**config.mk**
```make
export PLATFORM = sky130hd
export DESIGN_NAME = sdrd_deserializer_flat
export DESIGN_NICKNAME = d
export VERILOG_FILES = /design/src/rtl/sdrd_deserializer_if.sv /design/src/rtl/sdrd_deserializer.sv /design/src/flat_wrapper.sv
export SDC_FILE = /design/constraint.sdc
export NUM_CORES = 1
export LEC_CHECK = 0
export CAP_MARGIN = 0
export CORE_UTILIZATION = 48
export CTS_CLUSTER_DIAMETER = 80
export DETAILED_ROUTE_END_ITERATION = 6
export PLACE_DENSITY = 0.67
export SLEW_MARGIN = 20
export SYNTH_ARGS = -nofsm -noshare
export SYNTH_HDL_FRONTEND = slang
export SYNTH_SLANG_ARGS = --single-unit
export TNS_END_PERCENT = 50
```
**constraint.sdc**
```tcl
create_clock -name clk -period 6.61 [get_ports clk]
set_clock_uncertainty 0.2 [all_clocks]
set_input_delay 0.661 -clock clk [delete_from_list [all_inputs] [get_ports clk]]
set_output_delay 0.661 -clock clk [all_outputs]
set_load 0.02 [all_outputs]
```
**src/rtl/sdrd_deserializer_if.sv**
```systemverilog
// -----------------------------------------------------------------------------
// sdrd_deserializer_if
//   Groups the serial receive line, the host read port and the error flags of
//   the SDRD deserializer so they travel as one bundle.
//
//   Signals (direction seen from the deserializer, i.e. the slave modport):
//     SDRD      in   1  serial data, already synchronised to clk
//     sd_stb    in   1  bit strobe, 1-cycle pulse; SDRD valid on this cycle
//     sd_abort  in   1  level: force abort of the frame in progress
//     rd_stb    in   1  1-cycle pulse: pop FIFO head
//     err_clr   in   1  1-cycle pulse: clear ovf and ferr
//     rd_data   out  8  FIFO head byte, zero-extended; 0 when empty
//     rd_empty  out  1  FIFO empty
//     rd_full   out  1  FIFO full
//     ovf       out  1  sticky: completed byte dropped on a full FIFO
//     ferr      out  1  sticky: frame aborted (timeout, sd_abort, parity)
//
//   master: the side driving the strobes and reading the FIFO (decoder/host).
//   slave : the deserializer itself.
// -----------------------------------------------------------------------------
interface sdrd_deserializer_if;
    logic       SDRD;
    logic       sd_stb;
    logic       sd_abort;
    logic       rd_stb;
    logic       err_clr;
    logic [7:0] rd_data;
    logic       rd_empty;
    logic       rd_full;
    logic       ovf;
    logic       ferr;

    modport master (
        output SDRD, sd_stb, sd_abort, rd_stb, err_clr,
        input  rd_data, rd_empty, rd_full, ovf, ferr
    );

    modport slave (
        input  SDRD, sd_stb, sd_abort, rd_stb, err_clr,
        output rd_data, rd_empty, rd_full, ovf, ferr
    );
endinterface

```
**src/rtl/sdrd_deserializer.sv**
```systemverilog
// -----------------------------------------------------------------------------
// sdrd_deserializer
//   Receives LSB-first frames from the CLE162 serial read line (SDRD), one bit
//   per qualified strobe, assembles them into bytes and queues completed bytes
//   in a small first-word-fall-through FIFO read by the host with a pop pulse.
//
//   Ports:
//     clk    in  system clock, all state updates on posedge
//     rst_n  in  asynchronous active-low reset
//     bus    sdrd_deserializer_if.slave (serial input, read port, error flags)
//
//   Parameters:
//     FIFO_DEPTH  entries in the byte FIFO, power of two, 2..16
//     BITS        data bits per frame, 4..8
//     TIMEOUT     idle clocks tolerated between bits mid-frame, 1..1023
//
//   Build option:
//     SDRD_PARITY_EN  when defined, every frame carries one odd-parity bit after
//                     the data bits and a parity mismatch sets ferr. When not
//                     defined the PARITY state does not exist and a frame is
//                     exactly BITS strobes.
// -----------------------------------------------------------------------------
module sdrd_deserializer #(
    parameter int FIFO_DEPTH = 4,
    parameter int BITS       = 8,
    parameter int TIMEOUT    = 255
) (
    input  logic               clk,
    input  logic               rst_n,
    sdrd_deserializer_if.slave bus
);

    localparam int AW = $clog2(FIFO_DEPTH);       // FIFO pointer width
    localparam int CW = $clog2(FIFO_DEPTH) + 1;   // occupancy width, holds DEPTH
    localparam int TW = $clog2(TIMEOUT + 1);      // inter-bit timer width
    localparam int NW = $clog2(BITS + 1);         // bit counter width, holds BITS

    typedef enum logic [1:0] {
        ST_IDLE   = 2'd0,
        ST_SHIFT  = 2'd1,
`ifdef SDRD_PARITY_EN
        ST_PARITY = 2'd2,
`endif
        ST_PUSH   = 2'd3
    } state_t;

    // Frame assembly state
    state_t          r_state;
    logic [BITS-1:0] r_shift;
    logic [NW-1:0]   r_bitcnt;
    logic [TW-1:0]   r_timer;
    logic            r_ferr;
    logic            r_ovf;

    // FIFO state
    logic [BITS-1:0] r_mem [FIFO_DEPTH];
    logic [AW-1:0]   r_wr_ptr;
    logic [AW-1:0]   r_rd_ptr;
    logic [CW-1:0]   r_count;

    logic            w_empty;
    logic            w_full;
    logic            w_pop;
    logic            w_push;
    logic [BITS-1:0] w_shift_next;
    logic [7:0]      w_rd_data;
    logic            w_last_bit;
    logic            w_timeout;

    assign w_empty = (r_count == '0);
    assign w_full  = (r_count == CW'(FIFO_DEPTH));

    // A pop on an empty FIFO is simply ignored.
    assign w_pop   = bus.rd_stb && !w_empty;

    // The completed byte is accepted when there is room, or when a pop in the
    // same cycle frees the slot it will occupy.
    assign w_push  = (r_state == ST_PUSH) && (!w_full || w_pop);

    assign w_last_bit = (r_bitcnt == NW'(BITS - 1));
    assign w_timeout  = (r_timer == TW'(TIMEOUT));

`ifdef SDRD_PARITY_EN
    logic w_par_ok;
    // Odd parity: data bits plus parity bit hold an odd number of ones.
    assign w_par_ok = ^{r_shift, bus.SDRD};
`endif

    // Shift register with SDRD written into the slot selected by the bit count.
    // NOTE: combinational blocks assign a default first so no latch is inferred.
    always_comb begin
        w_shift_next = r_shift;
        for (int k = 0; k < BITS; k++) begin
            if (r_bitcnt == NW'(k)) begin
                w_shift_next[k] = bus.SDRD;
            end
        end
    end

    // ------------------------------------------------------------------------
    // Frame FSM and sticky error flags
    // ------------------------------------------------------------------------
    // NOTE: sequential state uses non-blocking assignments only, so every
    // register samples pre-edge values regardless of statement order.
    always_ff @(posedge clk or negedge rst_n) begin
        if (!rst_n) begin
            r_state  <= ST_IDLE;
            r_shift  <= '0;
            r_bitcnt <= '0;
            r_timer  <= '0;
            r_ferr   <= 1'b0;
            r_ovf    <= 1'b0;
        end else begin
            // Clear first; an error event later in this block overrides it.
            if (bus.err_clr) begin
                r_ferr <= 1'b0;
                r_ovf  <= 1'b0;
            end

            case (r_state)
                ST_IDLE: begin
                    // sd_abort is meaningless without a frame in progress.
                    if (bus.sd_stb) begin
                        r_shift  <= {{(BITS-1){1'b0}}, bus.SDRD};
                        r_bitcnt <= NW'(1);
                        r_timer  <= '0;
                        r_state  <= ST_SHIFT;
                    end
                end

                ST_SHIFT: begin
                    if (bus.sd_abort || (!bus.sd_stb && w_timeout)) begin
                        r_ferr   <= 1'b1;
                        r_shift  <= '0;
                        r_bitcnt <= '0;
                        r_timer  <= '0;
                        r_state  <= ST_IDLE;
                    end else if (bus.sd_stb) begin
                        r_shift  <= w_shift_next;
                        r_bitcnt <= r_bitcnt + 1'b1;
                        r_timer  <= '0;
                        if (w_last_bit) begin
`ifdef SDRD_PARITY_EN
                            r_state <= ST_PARITY;
`else
                            r_state <= ST_PUSH;
`endif
                        end
                    end else begin
                        r_timer <= r_timer + 1'b1;
                    end
                end

`ifdef SDRD_PARITY_EN
                ST_PARITY: begin
                    if (bus.sd_abort || (!bus.sd_stb && w_timeout)
                        || (bus.sd_stb && !w_par_ok)) begin
                        r_ferr   <= 1'b1;
                        r_shift  <= '0;
                        r_bitcnt <= '0;
                        r_timer  <= '0;
                        r_state  <= ST_IDLE;
                    end else if (bus.sd_stb) begin
                        r_timer <= '0;
                        r_state <= ST_PUSH;
                    end else begin
                        r_timer <= r_timer + 1'b1;
                    end
                end
`endif

                ST_PUSH: begin
                    // The FIFO writes r_shift this cycle; a refused write is
                    // recorded as an overflow and the byte is lost.
                    if (!w_push) begin
                        r_ovf <= 1'b1;
                    end
                    r_timer <= '0;
                    // A strobe here already belongs to the next frame.
                    if (bus.sd_stb) begin
                        r_shift  <= {{(BITS-1){1'b0}}, bus.SDRD};
                        r_bitcnt <= NW'(1);
                        r_state  <= ST_SHIFT;
                    end else begin
                        r_shift  <= '0;
                        r_bitcnt <= '0;
                        r_state  <= ST_IDLE;
                    end
                end

                default: begin
                    r_shift  <= '0;
                    r_bitcnt <= '0;
                    r_timer  <= '0;
                    r_state  <= ST_IDLE;
                end
            endcase
        end
    end

    // ------------------------------------------------------------------------
    // FIFO pointers and occupancy
    // ------------------------------------------------------------------------
    always_ff @(posedge clk or negedge rst_n) begin
        if (!rst_n) begin
            r_wr_ptr <= '0;
            r_rd_ptr <= '0;
            r_count  <= '0;
        end else begin
            // Depth is a power of two, so pointers wrap by natural overflow.
            if (w_push) begin
                r_wr_ptr <= r_wr_ptr + 1'b1;
            end
            if (w_pop) begin
                r_rd_ptr <= r_rd_ptr + 1'b1;
            end
            case ({w_push, w_pop})
                2'b10:   r_count <= r_count + 1'b1;
                2'b01:   r_count <= r_count - 1'b1;
                default: r_count <= r_count;
            endcase
        end
    end

    // NOTE: the storage array has no reset; occupancy gates every read, so
    // stale contents are never visible and the array can map to plain RAM.
    always_ff @(posedge clk) begin
        if (w_push) begin
            r_mem[r_wr_ptr] <= r_shift;
        end
    end

    // First-word-fall-through head, forced to zero while empty.
    always_comb begin
        w_rd_data = '0;
        if (!w_empty) begin
            w_rd_data[BITS-1:0] = r_mem[r_rd_ptr];
        end
    end

    assign bus.rd_data  = w_rd_data;
    assign bus.rd_empty = w_empty;
    assign bus.rd_full  = w_full;
    assign bus.ovf      = r_ovf;
    assign bus.ferr     = r_ferr;

endmodule

```
**src/flat_wrapper.sv**
```systemverilog
// flat-port wrapper written by rule: the top's interface ports become plain ports
module sdrd_deserializer_flat 
#(
    parameter int FIFO_DEPTH = 4,
    parameter int BITS       = 8,
    parameter int TIMEOUT    = 255
)
  (clk, rst_n, bus_SDRD, bus_sd_stb, bus_sd_abort, bus_rd_stb, bus_err_clr, bus_rd_data, bus_rd_empty, bus_rd_full, bus_ovf, bus_ferr);
  sdrd_deserializer_if bus_i ();
  input  logic clk;
  input  logic rst_n;
  input wire logic [$bits(bus_i.SDRD)-1:0] bus_SDRD;
  input wire logic [$bits(bus_i.sd_stb)-1:0] bus_sd_stb;
  input wire logic [$bits(bus_i.sd_abort)-1:0] bus_sd_abort;
  input wire logic [$bits(bus_i.rd_stb)-1:0] bus_rd_stb;
  input wire logic [$bits(bus_i.err_clr)-1:0] bus_err_clr;
  output wire logic [$bits(bus_i.rd_data)-1:0] bus_rd_data;
  output wire logic [$bits(bus_i.rd_empty)-1:0] bus_rd_empty;
  output wire logic [$bits(bus_i.rd_full)-1:0] bus_rd_full;
  output wire logic [$bits(bus_i.ovf)-1:0] bus_ovf;
  output wire logic [$bits(bus_i.ferr)-1:0] bus_ferr;
  assign bus_i.SDRD = bus_SDRD;
  assign bus_i.sd_stb = bus_sd_stb;
  assign bus_i.sd_abort = bus_sd_abort;
  assign bus_i.rd_stb = bus_rd_stb;
  assign bus_i.err_clr = bus_err_clr;
  assign bus_rd_data = bus_i.rd_data;
  assign bus_rd_empty = bus_i.rd_empty;
  assign bus_rd_full = bus_i.rd_full;
  assign bus_ovf = bus_i.ovf;
  assign bus_ferr = bus_i.ferr;
  sdrd_deserializer #(.FIFO_DEPTH(FIFO_DEPTH), .BITS(BITS), .TIMEOUT(TIMEOUT)) u_core (.clk(clk), .rst_n(rst_n), .bus(bus_i));
endmodule
```
; Yosys cells after proc, flatten, opt, wreduce, memory -nomap -nowiden
; Memory sizes are Yosys's and may differ from the RTL's.
; Index checks and enable logic that the tools add are counted.
[word_totals]
n_memories = 1
ram_bits = 32
inputBits = 7
reg_bits = 31
[op_classes]
n_eq_ne = 23
muxes = 38
add_sub_neg = 6
reduce_logical = 21
[mem_list]
columns = name, depth, word_bits, rd, rd_clocked_by_memory_dff, wr, line_no
row1 = u_core.r_mem, 4, 8, 1, 0, 1, sdrd_deserializer.sv:56  ; logic [BITS-1:0] r_mem [FIFO_DEPTH];
[ops]
columns = operator, count
row1 = 2-to-1 mux 8 bit, 7
row2 = "inequality test 3 x 1 -> 1 bit, second input constant", 8
row3 = one-hot mux 8 bit (3 select lines), 1
row4 = AND reduction 3 bit, 8
row5 = 2-to-1 mux 1 bit, 19
row6 = "== test 4 x 3 -> 1 bit, second input constant", 4
row7 = one-hot mux 8 bit (2 select lines), 1
row8 = 2-to-1 mux 4 bit, 3
row9 = one-hot mux 4 bit (3 select lines), 1
row10 = "adder 8 x 1 -> 8 bit, second input constant", 1
row11 = "== test 4 x 2 -> 1 bit, second input constant", 2
row12 = "== test 8 bit, second input constant", 1
row13 = 2-to-1 mux 2 bit, 4
row14 = one-hot mux 2 bit (3 select lines), 1
row15 = one-hot mux 3 bit (2 select lines), 1
row16 = "adder 2 x 1 -> 2 bit, second input constant", 2
row17 = "adder 4 x 1 -> 4 bit, second input constant", 1
row18 = "== test 2 x 1 -> 1 bit, second input constant", 2
row19 = "== test 2 bit, second input constant", 2
row20 = "== test 4 x 1 -> 1 bit, second input constant", 1
row21 = logical NOT 4 bit, 1
row22 = "adder 3 x 1 -> 3 bit, second input constant", 1
row23 = "== test 3 bit, second input constant", 1
row24 = logical AND 1 bit, 3
row25 = other kinds (9), 12

; Longest topological paths before layout
; Gate-level depths: netlist (run 1).
[depth]
word_depth = 7
mapped_depth = 8
ltp_nobuf = 7

; Worst setup path before layout (run 1)
; Ideal clock, no wire load.
[synth_path]
kind = input-to-reg
startpoint = input port bus_rd_stb
endpoint = register u_core.r_count[2]
cell_stages = 6
t_required_ns = 6.286
arrival_ns = 2.155
slack_ns = 4.131
path_cell_list = clkbuf_1 nand3_1 fa_1 nor4bb_1 nor2_1 a211o_1
[synth_between]
elab_chain_cells = 5
[synth_lines]
columns = item, line_no
row1 = "start, declared", flat_wrapper.sv:15  ; input wire logic [$bits(bus_i.rd_stb)-1:0] bus_rd_stb;
row2 = logical AND 1 bit (*), sdrd_deserializer.sv:74  ; assign w_pop = bus.rd_stb && !w_empty;
row3 = logical OR 1 bit, sdrd_deserializer.sv:78  ; assign w_push = (r_state == ST_PUSH) && (!w_full || w_pop);
row4 = logical AND 1 bit, sdrd_deserializer.sv:78
row5 = == test 2 x 1 -> 1 bit / == test 2 bit (equally long branches), sdrd_deserializer.sv:217  ; case ({w_push, w_pop})
row6 = one-hot mux 3 bit (2 select lines) / nonzero test 2 bit (equally long branches), -
row7 = "end signal, assigned", sdrd_deserializer.sv:218  ; 2'b10: r_count <= r_count + 1'b1;
row8 = "end signal, assigned", sdrd_deserializer.sv:219  ; 2'b01: r_count <= r_count - 1'b1;
row9 = "end signal, assigned", sdrd_deserializer.sv:220  ; default: r_count <= r_count;
row10 = "end, declared", sdrd_deserializer.sv:59  ; logic [CW-1:0] r_count;
; Every way passes the cells marked *; elsewhere a longest branch is shown, timed or not.
; A chain may end at the register's enable or synchronous reset.

; Worst setup path in the final report (run 1)
[layout_path]
startpoint = register u_core.r_rd_ptr[0]
endpoint = output port bus_rd_data[4]
[layout_between]
elab_chain_cells = 2
[layout_lines]
columns = item, line_no
row1 = "start, declared", sdrd_deserializer.sv:58  ; logic [AW-1:0] r_rd_ptr;
row2 = "start signal, assigned", sdrd_deserializer.sv:215  ; r_rd_ptr <= r_rd_ptr + 1'b1;
row3 = memory (4 x 8 bit), -
row4 = 2-to-1 mux 8 bit, sdrd_deserializer.sv:236  ; if (!w_empty) begin
row5 = "end, declared", flat_wrapper.sv:17  ; output wire logic [$bits(bus_i.rd_data)-1:0] bus_rd_data;
; Every way passes these cells.

==> results of run 1 <==
==> layout make-up <==
| type | instances | area, µm² | area share |
|---|---|---|---|
| Clock buffer | 10 | 128 | 0.0361 |
| Timing Repair Buffer | 19 | 188 | 0.0531 |
| Sequential cell | 63 | 1740 | 0.492 |
| Inverter | 13 | 48.8 | 0.0138 |
| Clock inverter | 6 | 83.8 | 0.0237 |
| Tap cell | 75 | 93.8 | 0.0266 |
| Multi-Input combinational cell | 157 | 1250 | 0.355 |
==> per-stage QoR <==
stage	power (mW)	cell area, µm²	hold WS (ns)
2_1_floorplan	0.720	3100	0.165
3_3_place_gp	0.837	3320	0.302
3_5_place_dp	0.842	3320	0.315
4_1_cts	1.19	3530	0.328
5_1_grt	1.25	3530	0.359
6_report	1.18	3530	0.317
==> power breakdown <==
part           total [mW]  switching [mW]  leakage (nW)  internal [mW]
logic               0.331           0.156         0.557          0.175
clock network       0.352           0.141         0.110          0.212
registers           0.496          0.0586         0.686          0.438
==> worst register-to-register path, cell delays in order, from the launching register on <==
cell and delay, ns:
dfrtp_1 0.81, nand2_1 0.37, nor2_1 0.48, and2_1 0.47
==> kinds of logic after synthesis <==
kind of cell               after synthesis
xor gates and xnor gates                12
DFF                                     63
adders and majority gates               10
and+or+nand+nor                         70
muxes                                   12
buffers and inverters                   27
AOI/OAI and AO/OA                       53
==> registers in the layout, summed over array words and instances, names as in the netlist <==
register         flops
u_core.r_bitcnt      4
u_core.r_shift       8
u_core.bus.ovf       1
u_core.r_state       2
u_core.r_mem        32
u_core.r_rd_ptr      2
u_core.r_timer       8
u_core.r_count       3
u_core.bus.ferr      1
u_core.r_wr_ptr      2
==> cell usage in the layout, fill, tap and decap left out, types with 3 or more instances in the layout <==
| cell | instances |
|---|---|
| clkdlybuf4s50_1 | 18 |
| and3_1 | 5 |
| edfxtp_1 | 32 |
| clkinv_2 | 3 |
| a32o_1 | 6 |
| nand2_1 | 9 |
| and2_1 | 12 |
| nor2b_1 | 3 |
| a211o_1 | 4 |
| a21oi_1 | 10 |
| mux4_2 | 8 |
| xnor2_1 | 8 |
| nor3_1 | 4 |
| o21ai_0 | 6 |
| clkbuf_8 | 9 |
| o211ai_1 | 8 |
| dfrtp_1 | 31 |
| xor2_1 | 4 |
| mux2_2 | 3 |
| nor2_1 | 18 |
| ha_1 | 9 |
| nand3_1 | 7 |
| a211oi_1 | 4 |
| inv_1 | 13 |
==> per-layer routing <==
layer | part of all wire | vias up | wire (µm) | GRT usage
met5 | 0 | - | 0 | 0
met4 | 0.0065 | 0 | 34 | 0.0579
met3 | 0.051 | 4 | 267 | 0.0659
met2 | 0.49 | 40 | 2550 | 0.303
met1 | 0.46 | 930 | 2390 | 0.233
li1 | - | 957 | - | -
==> final timing paths <==
check	end	slack, ns
max reg2reg	u_core.r_mem[0][2]	3.93
max in group asynchronous	u_core.r_shift[2]	5.38
min reg2reg	u_core.r_mem[0][7]	0.32
max	bus_rd_data[4]	3.40
min	u_core.r_mem[0][7]	0.32
min in group asynchronous	u_core.r_count[1]	0.51
==> flow_summary.toml, run 1 <==
[run_status]
status = "finished, final reports clean"

[route]
ant_nets = 0
drt_wl_total_mm = 5.24
first_pass_iters = 4
viasPerCell = 5.63
wl_per_cell_um = 15.3
initialDrtViolationCount = 102
drc = 0
num_vias = 1931

[setup_path]
cp.arrival_ns = 2.35
crit_start = "u_core.r_rd_ptr[0]"
crit_required_ns = 5.75
worst-r2r-cell-count = 3
path_cells = "mux4_2 > and2_1 > clkdlybuf4s50_1"
timing.rr.start = "u_core.r_state[0]"
worst_setup_path_end_kind = "output pin"
critical_path_class = "reg2out"
cp_max_fo = 10
slowest_stage = "dfrtp_1"
slowest_delay_ns = 0.73
path_buf_inv = 1
cp-start-kind = "flop"
worst_path_dominant_cell_family = "flip-flops"
critical_path_depth = 3

[synth]
synthCells = 247
synth_ff_type = "edfxtp_1"
yosysTopAreaCell = "edfxtp_1"
netlist_top_cells_area = "edfxtp_1 (31%), dfrtp_1 (25%), mux4_2 (5.8%)"
post-synth-top-count-cell = "edfxtp_1"
ys_async_sr_fraction = 0.492
mappedNetlistNets = 264
synth_top_family_by_area = "compound AO/OA/AOI/OAI gates"
yosysUniqueCellTypes = 49
yosys.area_share.simple = 0.121
synth_compound_gate_area_share = 0.135
ys_seq_area_frac = 0.560
synth_xor_area_frac = 0.0339
synth-adder-area-share = 0.0428
synth-edff-count = 32
ys_ff_latch = 63
syn-cell-area_mm2 = 0.00310
netlist_top_cells_count = "edfxtp_1 (32), dfrtp_1 (31), nor2_1 (18)"
synthMuxAreaShare = 0.0722
yosys_warnings = 0
syn_avg_cell_area_um2 = 12.6
synth_top_area_frac = 0.310

[timing]
hold_violations = 0
slew_viol_final = 0
rsz0062_at_grt = "no"
worst_slack_ns = 3.40
post-route-period-util = 0.486
tightest_slew_ns = 0.726
fmax_ghz = 0.312
finalCriticalPeriod_ns = 3.21
fin_setup_tns_ns = 0
setup_violations = 0
slew_headroom = 0.516

[finish]
final_util = 0.583
syn2layout_area_growth_pct = 13.9
n_antenna_cell = 0
nets = 280
fillers = 522
final_cells = 343
layout-drive-gt1-share = 0.112

[place]
gp_congestion = 0.807
hpwl_mm = 3.74
io_buffers = 18
place_ws_ns = 3.53
dpl.cell_count = 327

[floorplanning]
rows = 28
ios = 19
die_y_um = 82.4
die_w_um = 82.4
dieArea_mm2 = 0.00678
core_mm2 = 0.00606
initial_core_util = 0.512

[clock_network]
htree_levels = 3
clk_pin_slew_ns = 0.07
cts_resized = 0
cts_sinks = 63
cts_buffers = 9
clk_latency_ns = 0.33
clockBufferDepth = 2
tritoncts = "done"
cts-root-buf = "clkbuf_8"
postCtsHoldBufs = 0
post_cts_buffers = 0

[grt]
grt-ovfl-total = 0
grt_use_total = 0.186
grt_pass1_vias = 1905
grt_max_degree = 32
antenna_found_initial = 0
grt_pass1_wl_mm = 9.00

[min_path]
holdPathStages = 0
hp-start = "u_core.r_shift[7]"
hp-class = "reg2reg"

[power]
power.leakage_nw = 1.35
max-vdd-ir-drop_v = 0.000209
pwr_density_cell_mw_per_mm2 = 334

[flow_run]
maxCapViolations = 0
(Power assumes the default switching activity.)
==> inputs of run 2 (changes only) <==
--- a/config.mk
+++ b/config.mk
@@ -9,7 +9,7 @@
 export CORE_UTILIZATION = 48
 export CTS_CLUSTER_DIAMETER = 80
 export DETAILED_ROUTE_END_ITERATION = 6
-export PLACE_DENSITY = 0.67
+export PLACE_DENSITY = 0.69
 export SLEW_MARGIN = 20
 export SYNTH_ARGS = -nofsm -noshare
 export SYNTH_HDL_FRONTEND = slang
==> constraint.sdc (replaced) <==
create_clock -name clk -period 2.8 [get_ports clk]
set_clock_uncertainty 0.2 [all_clocks]
set_input_delay 0.28 -clock clk [delete_from_list [all_inputs] [get_ports clk]]
set_output_delay 0.28 -clock clk [all_outputs]
set_load 0.02 [all_outputs]
==> run 2 against run 1 <==
Die area did not move. First-iteration DRC count fell by 21%. Register-to-register slack got worse by 3.4 ns. Largest cell class unchanged.
==> flow_summary.toml, run 2 (synthesized netlist as in run 1, its figures left out) <==
[clock_network]
post_cts_buffers = 0
cts_resized = 0
clockBufferDepth = 2
postCtsHoldBufs = 0
clk_pin_slew_ns = 0.07
cts_buffers = 9
tritoncts = "done"
clk_latency_ns = 0.33
htree_levels = 3
cts-root-buf = "clkbuf_8"
cts_sinks = 63

[power]
power.leakage_nw = 1.40
pwr_density_cell_mw_per_mm2 = 832
max-vdd-ir-drop_v = 0.000623

[flow_run]
maxCapViolations = 0

[timing]
fin_setup_tns_ns = 0
finalCriticalPeriod_ns = 2.60
slew_headroom = 0.548
post-route-period-util = 0.928
fmax_ghz = 0.385
tightest_slew_ns = 0.674
rsz0062_at_grt = "no"
slew_viol_final = 0
hold_violations = 0
setup_violations = 0

[floorplanning]
initial_core_util = 0.512
rows = 28
core_mm2 = 0.00606
ios = 19
dieArea_mm2 = 0.00678
die_w_um = 82.4
die_y_um = 82.4

[route]
drc = 0
drt_wl_total_mm = 5.69
first_pass_iters = 4
initialDrtViolationCount = 81
wl_per_cell_um = 16.3
viasPerCell = 5.68
ant_nets = 0
num_vias = 1988

[grt]
grt_use_total = 0.193
grt_pass1_wl_mm = 9.34
antenna_found_initial = 0
grt_pass1_vias = 1929
grt-ovfl-total = 0
grt_max_degree = 32

[setup_path]
cp.arrival_ns = 2.12
worst_setup_path_end_kind = "output pin"
critical_path_class = "reg2out"
crit_required_ns = 2.32
cp-start-kind = "flop"
cp_max_fo = 10

[place]
hpwl_mm = 3.82
place_area_mm2 = 0.00337
gp_congestion = 0.818
io_buffers = 18

[finish]
nets = 287
regMostFlops = "u_core.r_mem"
n_antenna_cell = 0
syn2layout_area_growth_pct = 17.2
largestRegisters = "u_core.r_mem (32), u_core.r_shift (8), u_core.r_timer (8)"
largest_reg_flops = 32
final_common_cell = "edfxtp_1"
mostFrequentLayoutCells = "edfxtp_1 (32), dfrtp_1 (31), nor2_1 (18), clkdlybuf4s50_1 (18), inv_1 (13)"
final_cell_area_mm2 = 0.00363
layout-drive-gt1-share = 0.135

[min_path]
hp-class = "in2async"

[run_status]
status = "finished, final reports clean"
-- run 2: routing by layer --
| metal | track usage | part of all wire | wire length (µm) | vias to the layer above |
|---|---|---|---|---|
| met5 | 0 | 0 | 0 | - |
| met1 | 0.244 | 0.47 | 2650 | 987 |
| met2 | 0.312 | 0.49 | 2810 | 29 |
| met4 | 0.0719 | 0.0097 | 55 | 0 |
| met3 | 0.0571 | 0.031 | 177 | 4 |
| li1 | - | - | - | 968 |
-- run 2: cell type report --
type	count	area, µm²
Sequential cell	63	1740
Multi-Input combinational cell	157	1250
Clock inverter	6	133
Inverter	13	48.8
Tap cell	75	93.8
Clock buffer	10	128
Fill cell	471	2430
Timing Repair Buffer	26	240
-- run 2: report_power, final --
group / leakage [nW] / internal (mW) / total [mW] / switching (mW)
sequential: 0.686 / 1.03 / 1.12 / 0.0887
clock: 0.126 / 0.680 / 1.03 / 0.351
combinational: 0.592 / 0.441 / 0.870 / 0.429
-- run 2: final timing paths --
check                              startpoint                  to  slack [ns]  cells after the start
max                        u_core.r_rd_ptr[0]      bus_rd_data[4]        0.20                      4
max in group asynchronous               rst_n   u_core.r_shift[0]        1.94                      2
max reg2reg                 u_core.r_state[1]   u_core.r_count[2]        0.54                      6
min reg2reg                    u_core.bus.ovf      u_core.bus.ovf        0.33                      2
min in group clk               u_core.bus.ovf      u_core.bus.ovf        0.33                      2
min                                     rst_n  u_core.r_wr_ptr[0]        0.14                      2
-- run 2: worst max-delay path: stages, from the launching register on --
cell	delay, ns
dfrtp_1	0.33
buf_4	0.22
mux4_2	0.53
and2_1	0.18
clkdlybuf4s50_1	0.53
-- run 2: per-stage QoR --
| stage | std cells | hold WS, ns | power, mW | setup WS, ns | utilization |
|---|---|---|---|---|---|
| after floorplan | 247 | -0.216 | 1.70 | 0.498 | - |
| after global placement | 334 | 0.311 | 2.01 | 0.456 | 0.557 |
| after detailed placement | 334 | 0.317 | 2.02 | 0.422 | 0.557 |
| after CTS | 350 | 0.148 | 3.06 | 0.168 | 0.600 |
| after global routing | 350 | 0.167 | 3.18 | 0.109 | 0.600 |
| final | 350 | 0.143 | 3.02 | 0.203 | 0.600 |
==> inputs of run 3 (changes only) <==
--- a/config.mk
+++ b/config.mk
@@ -6,11 +6,13 @@
 export NUM_CORES = 1
 export LEC_CHECK = 0
 export CAP_MARGIN = 0
+export CORE_MARGIN = 4
 export CORE_UTILIZATION = 48
 export CTS_CLUSTER_DIAMETER = 80
 export DETAILED_ROUTE_END_ITERATION = 6
+export HOLD_SLACK_MARGIN = 0.06
 export PLACE_DENSITY = 0.69
-export SLEW_MARGIN = 20
+export SLEW_MARGIN = 0
 export SYNTH_ARGS = -nofsm -noshare
 export SYNTH_HDL_FRONTEND = slang
 export SYNTH_SLANG_ARGS = --single-unit
==> run 3 against run 2 <==
Combinational power is 0.7% higher. Critical path depth stayed put. Register-to-register slack hardly changed. Maximum frequency is 2.7% higher. Via count is 0.30% lower. Sequential share of layout area is 0.38 points higher. Die area is 15% higher. Final area is 0.79% lower. Wire length is 3.1% lower. First-iteration DRC count is 33% higher. Hold slack worse by 0.0015 ns. Cell count is 0.86% higher. Critical endpoint is now bus_rd_data[6]. Highest routed layer unchanged.
==> flow_summary.toml, run 3 (synthesized netlist as in run 1, its figures left out) <==
[run_status]
status = "finished, final reports clean"

[floorplanning]
dieArea_mm2 = 0.00781
ios = 19
rows = 29
die_y_um = 88.4
initial_core_util = 0.491
die_w_um = 88.4
core_mm2 = 0.00631

[route]
initialDrtViolationCount = 108
ant_nets = 0
first_pass_iters = 4
viasPerCell = 5.61
drc = 0
wl_per_cell_um = 15.6
drt_wl_total_mm = 5.51
num_vias = 1982

[timing]
hold_violations = 0
slew_viol_final = 0
fin_setup_tns_ns = 0
setup_violations = 0
slew_headroom = 0.539
tightest_slew_ns = 0.688
rsz0062_at_grt = "no"
post-route-period-util = 0.903
fmax_ghz = 0.396
finalCriticalPeriod_ns = 2.53

[setup_path]
path_cells = "or3_1 > buf_4 > and2_1 > clkdlybuf4s50_1"
cp.arrival_ns = 2.05
slowest_delay_ns = 0.53
r2r_slack_ns = 0.55
slowest_stage = "clkdlybuf4s50_1"
timing.rr.start = "u_core.r_state[1]"
cp-start-kind = "flop"
crit_required_ns = 2.32
critical_path_class = "reg2out"
worst-r2r-cell-count = 6
r2r_end = "u_core.r_count[2]"
cp_max_fo = 11
worst_setup_path_end_kind = "output pin"

[clock_network]
cts_resized = 0
clk_pin_slew_ns = 0.07
cts-root-buf = "clkbuf_8"
cts_buffers = 9
htree_levels = 3
post_cts_buffers = 0
clockBufferDepth = 2
cts_sinks = 63
tritoncts = "done"
postCtsHoldBufs = 0
clk_latency_ns = 0.34

[place]
gp_congestion = 0.800
hpwl_mm = 3.81
io_buffers = 18

[finish]
final_common_cell = "edfxtp_1"
mostFrequentLayoutCells = "edfxtp_1 (32), dfrtp_1 (31), nor2_1 (18), clkdlybuf4s50_1 (18), inv_1 (13)"
layout-drive-gt1-share = 0.141
syn2layout_area_growth_pct = 16.3
regMostFlops = "u_core.r_mem"
n_antenna_cell = 0
nets = 288
final_util = 0.571
largestRegisters = "u_core.r_mem (32), u_core.r_shift (8), u_core.r_timer (8)"
largest_reg_flops = 32

[power]
power.leakage_nw = 1.39
pwr_density_cell_mw_per_mm2 = 795
max-vdd-ir-drop_v = 0.000525

[grt]
grt-ovfl-total = 0
grt_pass1_vias = 1985
grt_use_total = 0.157
grt_pass1_wl_mm = 9.28
grt_max_degree = 32
antenna_found_initial = 0

[min_path]
hp-class = "in2async"

[flow_run]
maxCapViolations = 0
==> run 3: changes by cell type in the layout (fill, tap and decap cells not counted) <==
cell        change
buf_4           +1
bufinv_16       -2
clkinv_4        +2
clkbuf_1        -1
clkinvlp_4      +1
==> run 3: worst max path at each step <==
stage	startpoint	to	slack [ns]	cells after the start
global route	u_core.r_count[1]	bus_rd_data[2]	0.18	4
CTS	u_core.r_rd_ptr[0]	bus_rd_data[6]	0.24	4
detailed placement	bus_rd_stb	u_core.r_count[2]	0.46	6
floorplan	u_core.r_count[1]	u_core.r_count[2]	0.50	7
global placement	bus_rd_stb	u_core.r_count[2]	0.49	6
finish	u_core.r_count[1]	bus_rd_data[6]	0.27	4
==> run 3: where the power goes <==
group          total (mW)  internal [mW]  leakage (nW)  switching (mW)
registers            1.12           1.03         0.686          0.0879
logic               0.876          0.450         0.597           0.426
clock network       0.867          0.502         0.105           0.365
total                2.86           1.99          1.39           0.879
==> run 3: per-stage QoR <==
step	instance area [µm²]	hold slack (ns)	total power [mW]	worst slack [ns]	instances
final	3600	0.141	2.86	0.272	353
after global routing	3600	0.157	3.03	0.177	353
after CTS	3600	0.147	2.90	0.240	353
after detailed placement	3380	0.305	2.03	0.459	337
after global placement	3380	0.300	2.02	0.485	337
after floorplan	3100	-0.216	1.70	0.498	247
==> run 3: area by class of cell <==
class                      instances  area, µm²
clock buffer                       9        124
clock inverter                     7       97.6
fill                             550       2710
inverter                          13       48.8
multi-input combinational        157       1250
sequential                        63       1740
tap                               77       96.3
timing repair buffer              27        248
==> run 3: metal layers <==
metal | global-route usage | wire (µm)
met5 | 0 | 0
met4 | 0.0673 | 82
met3 | 0.0410 | 193
met2 | 0.256 | 2720
met1 | 0.199 | 2520
==> run 3: critical path, delay by kind of cell, from the launching register on <==
kind	cells	cell delay [ns]
and+or+nand+nor	2	0.55
buffers and inverters	2	0.71
DFF	1	0.45
